[config.mk]
export PLATFORM = sky130hd
export DESIGN_NAME = sync_debouncer
export DESIGN_NICKNAME = d
export VERILOG_FILES = /design/src/rtl/sync_debouncer_pkg.sv /design/src/rtl/sync_debouncer_debounce_bit.sv /design/src/rtl/sync_debouncer.sv
export SDC_FILE = /design/constraint.sdc
export NUM_CORES = 1
export LEC_CHECK = 0
export CAP_MARGIN = 0
export CORE_AREA = 2 2 39 41
export DETAILED_ROUTE_END_ITERATION = 12
export DIE_AREA = 0 0 41 43
export PLACE_DENSITY = 0.77
export SYNTH_ARGS = -nofsm -noshare
export SYNTH_HDL_FRONTEND = slang
export SYNTH_SLANG_ARGS = --single-unit
[constraint.sdc]
create_clock -name clk_i -period 4.3 [get_ports clk_i]
set_clock_uncertainty 0.1 [all_clocks]
set_input_delay 0.86 -clock clk_i [delete_from_list [all_inputs] [get_ports clk_i]]
set_output_delay 0.86 -clock clk_i [all_outputs]
set_load 0.03 [all_outputs]
[src/rtl/sync_debouncer_pkg.sv]
// Shared state encodings and helpers for the per-bit debounce filter.
// Other CDC-side blocks import the same encodings.
package sync_debouncer_pkg;

    typedef enum logic [1:0] {
        ST_STABLE_LO = 2'b00,
        ST_CHK_HI    = 2'b01,
        ST_STABLE_HI = 2'b11,
        ST_CHK_LO    = 2'b10
    } db_state_e;

    function automatic logic is_check(input db_state_e s);
        return (s == ST_CHK_HI) || (s == ST_CHK_LO);
    endfunction

    // A bit that is checking a candidate low level still reports high.
    function automatic logic level_of(input db_state_e s);
        return (s == ST_STABLE_HI) || (s == ST_CHK_LO);
    endfunction

endpackage

[src/rtl/sync_debouncer_debounce_bit.sv]
// Single-bit debounce filter: four-state FSM with a saturating stability counter
// and registered level/edge outputs.
module debounce_bit
    import sync_debouncer_pkg::*;
#(
    parameter int unsigned DEBOUNCE_CYCLES = 4,
    parameter int unsigned CNT_WIDTH       = 8
) (
    input  logic clk_i,
    input  logic rst_n_i,
    input  logic en_i,
    input  logic sample_i,
    output logic stable_o,
    output logic rise_o,
    output logic fall_o,
    output logic chk_next_o
);

    localparam logic [CNT_WIDTH-1:0] CNT_LAST = CNT_WIDTH'(DEBOUNCE_CYCLES - 1);
    localparam logic [CNT_WIDTH-1:0] CNT_ONE  = CNT_WIDTH'(1);

    db_state_e              state_q, state_d;
    logic [CNT_WIDTH-1:0]   cnt_q, cnt_d;
    logic                   stable_q, stable_d;
    logic                   rise_q, rise_d;
    logic                   fall_q, fall_d;

    always_ff @(posedge clk_i or negedge rst_n_i) begin
        if (!rst_n_i) begin
            state_q  <= ST_STABLE_LO;
            cnt_q    <= '0;
            stable_q <= 1'b0;
            rise_q   <= 1'b0;
            fall_q   <= 1'b0;
        end else begin
            state_q  <= state_d;
            cnt_q    <= cnt_d;
            stable_q <= stable_d;
            rise_q   <= rise_d;
            fall_q   <= fall_d;
        end
    end

    // With en_i low nothing moves, so the edge detectors below see no transition.
    always_comb begin
        state_d = state_q;
        cnt_d   = cnt_q;
        if (en_i) begin
            unique case (state_q)
                ST_STABLE_LO: begin
                    if (sample_i) begin
                        state_d = ST_CHK_HI;
                        cnt_d   = CNT_ONE;
                    end else begin
                        cnt_d   = '0;
                    end
                end
                ST_CHK_HI: begin
                    if (!sample_i) begin
                        state_d = ST_STABLE_LO;
                        cnt_d   = '0;
                    end else if (cnt_q == CNT_LAST) begin
                        state_d = ST_STABLE_HI;
                        cnt_d   = '0;
                    end else begin
                        cnt_d   = cnt_q + CNT_ONE;
                    end
                end
                ST_STABLE_HI: begin
                    if (!sample_i) begin
                        state_d = ST_CHK_LO;
                        cnt_d   = CNT_ONE;
                    end else begin
                        cnt_d   = '0;
                    end
                end
                ST_CHK_LO: begin
                    if (sample_i) begin
                        state_d = ST_STABLE_HI;
                        cnt_d   = '0;
                    end else if (cnt_q == CNT_LAST) begin
                        state_d = ST_STABLE_LO;
                        cnt_d   = '0;
                    end else begin
                        cnt_d   = cnt_q + CNT_ONE;
                    end
                end
                default: begin
                    state_d = ST_STABLE_LO;
                    cnt_d   = '0;
                end
            endcase
        end
    end

    always_comb begin
        stable_d   = level_of(state_d);
        rise_d     = (state_q == ST_CHK_HI) && (state_d == ST_STABLE_HI);
        fall_d     = (state_q == ST_CHK_LO) && (state_d == ST_STABLE_LO);
        chk_next_o = is_check(state_d);
    end

    assign stable_o = stable_q;
    assign rise_o   = rise_q;
    assign fall_o   = fall_q;

endmodule

[src/rtl/sync_debouncer.sv]
// Multi-bit debouncer for already-synchronized inputs: one independent filter
// per bit plus a registered aggregate busy flag.
module sync_debouncer
    import sync_debouncer_pkg::*;
#(
    parameter int unsigned DATA_WIDTH      = 1,
    parameter int unsigned DEBOUNCE_CYCLES = 4,
    parameter int unsigned CNT_WIDTH       = 8,
    parameter int          DLY             = 1
) (
    input  logic                  clk_i,
    input  logic                  rst_n_i,
    input  logic                  en_i,
    input  logic [DATA_WIDTH-1:0] data_synced_i,
    output logic [DATA_WIDTH-1:0] data_stable_o,
    output logic [DATA_WIDTH-1:0] rise_o,
    output logic [DATA_WIDTH-1:0] fall_o,
    output logic                  busy_o
);

    if ((DEBOUNCE_CYCLES < 2) || (DEBOUNCE_CYCLES > ((1 << CNT_WIDTH) - 1))) begin : g_bad_cycles
        $fatal(1, "sync_debouncer: DEBOUNCE_CYCLES=%0d outside 2..2**CNT_WIDTH-1", DEBOUNCE_CYCLES);
    end
    if (DLY < 0) begin : g_bad_dly
        $fatal(1, "sync_debouncer: DLY must be non-negative");
    end

    logic [DATA_WIDTH-1:0] stable_w, rise_w, fall_w, chk_next_w;
    logic                  busy_q, busy_d;

    for (genvar i = 0; i < DATA_WIDTH; i++) begin : g_bit
        debounce_bit #(
            .DEBOUNCE_CYCLES (DEBOUNCE_CYCLES),
            .CNT_WIDTH       (CNT_WIDTH)
        ) u_bit (
            .clk_i      (clk_i),
            .rst_n_i    (rst_n_i),
            .en_i       (en_i),
            .sample_i   (data_synced_i[i]),
            .stable_o   (stable_w[i]),
            .rise_o     (rise_w[i]),
            .fall_o     (fall_w[i]),
            .chk_next_o (chk_next_w[i])
        );
    end

    // Built from next-state so busy_o lines up with the bits' registered state.
    always_comb begin
        busy_d = |chk_next_w;
    end

    always_ff @(posedge clk_i or negedge rst_n_i) begin
        if (!rst_n_i) begin
            busy_q <= 1'b0;
        end else begin
            busy_q <= busy_d;
        end
    end

    assign data_stable_o = stable_w;
    assign rise_o        = rise_w;
    assign fall_o        = fall_w;
    assign busy_o        = busy_q;

endmodule
==> flow_summary_export.csv <==
group,metric,value,unit
finish,area.growth.synth_to_final,17.0,%
floorplan,die_x,41,um
logic_synthesis,synth-main-ff-cell,"dfrtp_1",
logic_synthesis,synthesis.area,714,um^2
logic_synthesis,synthesis.yosys.warnings,0,
critical_path,crit_path_start_kind,"input port",
clocking,ctsHtreeMaxLevel,1,
global_routing,wire_length_of_the_first_global_routing_pass,2.08,mm
global_routing,grt_use_total,17.6,%
floorplan,fp-row-count,14,
pwr,vdd_drop_max,0.170,mV
logic_synthesis,synth.area.top_cells,"dfrtp_1, ha_1, nor2_1",
sta,fmax,0.400,GHz
logic_synthesis,netlist_top_cells_count,"dfrtp_1, nor2_1, nand2_1",
detailed_routing,detail_route.vias_per_cell,5.37,
logic_synthesis,average_cell_area_after_synthesis,10.1,um^2
logic_synthesis,asyncSetResetFlopFracSynth,100,%
clocking,tritoncts.num_buffers,3,
floorplan,floorplan.initialDensity,51.6,%
logic_synthesis,synth_enable_flop_cells,0,
sta,relSlewSlack,58.1,%
clocking,cts_tree,"done",
sta,slew_viols_final,0,
detailed_routing,wl_per_cell,13.3,um
run,cap_violations,0,
sta,hold-worst-slack,0.483,ns
placed_design,placed_wire_length_estimate_after_detailed_placement,968,um
sta,worstMarginPinSlew,0.627,ns
floorplan,design.die.area,1760,um^2
pwr,total_power,0.278,mW
critical_path,crit_slowest_cell,"clkdlybuf4s50_1",
logic_synthesis,yosysMostFrequentCell,"dfrtp_1",
finish,layout.filler_cells,128,
pwr,power_density,333,nW/um^2
clocking,clk_transition_reported_paths,0.09,ns
logic_synthesis,synth-seq-area-share,49.0,%
clocking,clock_latency_reported_for_the_late_side_of_the_worst_skew_pair,0.28,ns
critical_path,cp-end-kind,"register",
sta,final_min_period_over_clock_period,58.2,%
global_routing,grt_start_max_net_pins,15,
detailed_routing,detailedRoute.firstIterationViolations,18,
critical_path,critical-path-max-stage-delay,0.68,ns
global_routing,antenna_found_initial,0,
sta,report.final.setup_viol,0,
clocking,cts_hold_fix_bufs,0,
clocking,ctsResizeCount,0,
floorplan,die_y,43,um
critical_path,worstSetupPathType,"input port to register",
detailed_routing,postRouteWirelength,1.29,mm
finish,fin_util,60.4,%
sta,rsz_0062_raised_after_global_routing,"no",
placed_design,finalWeightedCongestion,0.758,
critical_path,timing.critical_path.required,4.38,ns
finish,regArea,350,um^2
logic_synthesis,postSynthCellCount,71,
logic_synthesis,synth.largest_area_cell,"dfrtp_1",
critical_path,crit_fanout,11,
finish,n_antenna_cell,0,
floorplan,core_area,1380,um^2
sta,fin_ws,1.80,ns
pwr,cellLeakagePower,0.383,nW
finish,layout-drive-gt1-share,9.88,%
global_routing,grt.overflow.total,0,
outcome,outcome,"complete, no violations",
global_routing,first_global_vias,495,
clocking,clockBufferDepth,2,
placed_design,io_buffers,7,
sta,setup_tns_final,0,ns
logic_synthesis,postSynthRegisterBits,14,
critical_path,cp_cell_sequence,"clkdlybuf4s50_1 > nand4_2 > mux2_4 > and2_4 > ha_1 > and3_1",
clocking,clkSinkCount,14,
sta,timing.final.hold_violations,0,
floorplan,top_level_ports,8,
finish,count_of_nets_after_finishing,89,
finish,multi_input_gate_area_in_the_final_layout,337,um^2
detailed_routing,detailroute.via_count,521,
hold_path,min_path_type,"register to register",
detailed_routing,remaining_drc_errors,0,
sta,final_period_minus_worst_setup_slack,2.50,ns
clocking,clock_tree.root_cell,"clkbuf_4",
clocking,cts_post_setup_buffers_inserted,0,
logic_synthesis,synth_largest_type_area_fraction,49.0,%
detailed_routing,drt_first_pass_iters,4,
placed_design,dpl_worst_slack,1.52,ns
logic_synthesis,ys_types,23,
logic_synthesis,postSynthNetCount,78,
detailed_routing,antenna_violating_nets_post_route,0,
critical_path,arrival,2.58,ns
[layer usage]
| metal | track usage [%] | part of all wire [%] | routed length (um) |
|---|---|---|---|
| met1 | 22.2 | 45 | 577 |
| met3 | 4.71 | 3.9 | 50 |
| met2 | 28.7 | 51 | 652 |
| met4 | 4.00 | 0.39 | 5 |
| met5 | 0 | 0 | 0 |
[cell families (layout without fill, tap and decap cells)]
logic type	Yosys count	count (layout)	synth area share (%)
xor+xnor	6	6	7.36
fa+ha+maj	3	3	5.25
flops	14	14	49.0
simple gates	30	30	23.3
buf+inv	7	17	3.85
compound gates	10	10	9.11
mux	1	1	2.10
[through the flow]
step / instance area [um^2] / instances
final: 836 / 97
after global routing: 836 / 97
after CTS: 836 / 97
after detailed placement: 800 / 93
after global placement: 800 / 93
after floorplan: 714 / 71
[path summary, 6_finish.rpt]
check                                         from                       to  slack (ns)  cells past startpoint
max                                           en_i    g_bit[0].u_bit.fall_o        1.80                      6
max reg2reg                g_bit[0].u_bit.cnt_q[4]    g_bit[0].u_bit.fall_o        2.26                      6
min reg2reg                g_bit[0].u_bit.cnt_q[1]  g_bit[0].u_bit.cnt_q[1]        0.48                      2
min                        g_bit[0].u_bit.cnt_q[1]  g_bit[0].u_bit.cnt_q[1]        0.48                      2
max in group asynchronous                  rst_n_i  g_bit[0].u_bit.cnt_q[1]        2.84                      1
min in group asynchronous                  rst_n_i  g_bit[0].u_bit.cnt_q[7]        0.86                      1
[flip-flops by register name, indices dropped and copies added (netlist names)]
| signal | count |
|---|---|
| g_bit.u_bit.cnt_q | 8 |
| g_bit.u_bit.state_q | 2 |
| g_bit.u_bit.rise_o | 1 |
| busy_o | 1 |
| g_bit.u_bit.fall_o | 1 |
| g_bit.u_bit.stable_o | 1 |
[power breakdown]
part	switching, mW	internal [mW]	total, mW
combinational	0.0226	0.0157	0.0383
sequential	0.00583	0.138	0.144
clock	0.0443	0.0515	0.0959
total	0.0728	0.205	0.278
[critical path: cells and delay by family]
| family | cells | cell delay, ns |
|---|---|---|
| mux | 1 | 0.34 |
| fa+ha+maj | 1 | 0.19 |
| buf+inv | 1 | 0.68 |
| simple gates | 3 | 0.52 |
[cells in the final DEF, fill, tap and decap left out, drive strengths merged]
cell type,count
xor2,3
nor3,1
and2,1
clkbuf,4
dfrtp,14
nand3b,1
xnor2,3
nand2,7
mux2,1
o21a,1
o211ai,3
clkdlybuf4s50,7
nor2,10
and3,2
nand4,3
nand2b,2
nand3,2
nor4,1
inv,6
ha,3
a21boi,1
o21ai,3
a31oi,2
[cell type report]
type / count / area share (%)
well taps: 16 / 2.40
flip-flops and latches: 14 / 41.9
repair buffers: 7 / 8.38
multi-input cells: 50 / 40.3
inverters: 6 / 2.69
clock buffers: 4 / 4.34
(Power assumes the default switching activity.)
==> RTL edit: new RTL, same flow settings <==
Encoding of `db_state_e`: now one-hot (4 bits for 4 states).
--- a/src/rtl/sync_debouncer_pkg.sv
+++ b/src/rtl/sync_debouncer_pkg.sv
@@ -2,11 +2,11 @@
 // Other CDC-side blocks import the same encodings.
 package sync_debouncer_pkg;
 
-    typedef enum logic [1:0] {
-        ST_STABLE_LO = 2'b00,
-        ST_CHK_HI    = 2'b01,
-        ST_STABLE_HI = 2'b11,
-        ST_CHK_LO    = 2'b10
+    typedef enum logic [3:0] {
+        ST_STABLE_LO = 4'b0001,
+        ST_CHK_HI    = 4'b0010,
+        ST_STABLE_HI = 4'b0100,
+        ST_CHK_LO    = 4'b1000
     } db_state_e;
 
     function automatic logic is_check(input db_state_e s);
Check against the original RTL: no difference found for any inputs over 10 cycles, from zero or initial values and one cycle with rst_n_i low; not proved beyond that.
==> RTL edit against the unedited design <==
- routed wire length increased by 38%
- power grew 8.1%
- cell area rose by 23%
- synthesized area increased by 30%
- sequential cell count grew 2
- worst hold slack got worse by 0.016 ns
- clock power fell by 14%
- worst setup slack lost 0.095 ns
- sequential power rose by 17%
- critical endpoint is now g_bit[0].u_bit.stable_o
- largest power group unchanged
- highest routed layer unchanged
==> RTL edit: results (changes against the unedited design) <==
- Hold path cells: 1 (-1)
- Dpl hpwl: 1.288 mm (+33%)
- Multi-input gate count: 68 (+36%)
- Worst vdd rail ir drop: 177.5 uV (+4.2%)
- WP data arrival: 2.66 ns (+0.08 ns)
- Inst Count DP: 109 (+17%)
- R2R setup slack: 2.15 ns (-0.11 ns)
- Post-place setup slack: 1.419 ns (-0.09924 ns)
- XOR/XNOR Fraction of Synth Area: 5.638% (-1.7 points)
- RR Startpoint: g_bit[0].u_bit.cnt_q[0]
- Syn-to-layout area delta: 9.933%
- Worst R2R End: g_bit[0].u_bit.stable_o
- Multi-input logic portion of the cell area: 48.72% (+8.4 points)
- Syn_nets: 94 (+21%)
- Global Route Usage Sum: 24.31% (+6.7 points)
- Total Wirelength: 1.769 mm (+38%)
- GR Util met1: 38.10% (+16 points)
- CP peak stage delay: 0.73 ns (+0.05 ns)
- Hold WS: 0.4676 ns (-0.01567 ns)
- Top cells by instance count after synthesis: dfrtp_1 (15), nand2_1 (7), nor3_1 (6)
- NetSw: 0.00008473 W (+16%)
- Post-DP Area: 998.5 sq um (+25%)
- Final net count: 103 (+16%)
- Via density per instance: 6.345 (+18%)
- Worst-margin pin slew: 0.6828 ns (+0.05623 ns)
- Nonclk inv count: 2 (-4)
- Crit Path Max Fanout: 13 (+2)
- Yosys cell types: 39 (+70%)
- Sequential fraction of the synthesis area: 43.09% (-5.9 points)
- Routability cong.: 0.8220 (+8.5%)
- Layout cell share with drive strength beyond 1: 14.43% (+4.6 points)
- Largest net degree at the start of global routing: 17 (+2)
- Status: finished, final reports clean
- Post-synthesis mux area share: 1.208% (-0.89 points)
- Fillers: 109 (-15%)
- Top Registers: g_bit.u_bit.cnt_q (8), g_bit.u_bit.state_q (4)
RTL edit: power by group through the flow:
stage	Sequential (W)	Combinational [W]	Clock, W
3_5_place_dp	0.000172	0.0000492	0
4_1_cts	0.000169	0.0000494	0.0000842
5_1_grt	0.000170	0.0000549	0.0000913
3_3_place_gp	0.000171	0.0000483	0
6_report	0.000169	0.0000492	0.0000822
2_1_floorplan	0.000170	0.0000341	0
RTL edit: routing by layer:
layer / vias to the layer above / share of wire, %
met5: - / 0
met4: 0 / 1.8
met3: 4 / 4.1
met2: 19 / 45
met1: 341 / 49
li1: 353 / -
RTL edit: worst max path at each step:
stage	from	slack, ns	endpoint	cells after the start
finish	en_i	1.70	g_bit[0].u_bit.stable_o	6
detailed placement	en_i	1.42	g_bit[0].u_bit.stable_o	6
floorplan	data_synced_i	2.24	g_bit[0].u_bit.cnt_q[0]	5
global route	en_i	1.60	g_bit[0].u_bit.stable_o	6
global placement	en_i	1.49	g_bit[0].u_bit.stable_o	6
CTS	en_i	1.74	g_bit[0].u_bit.stable_o	6
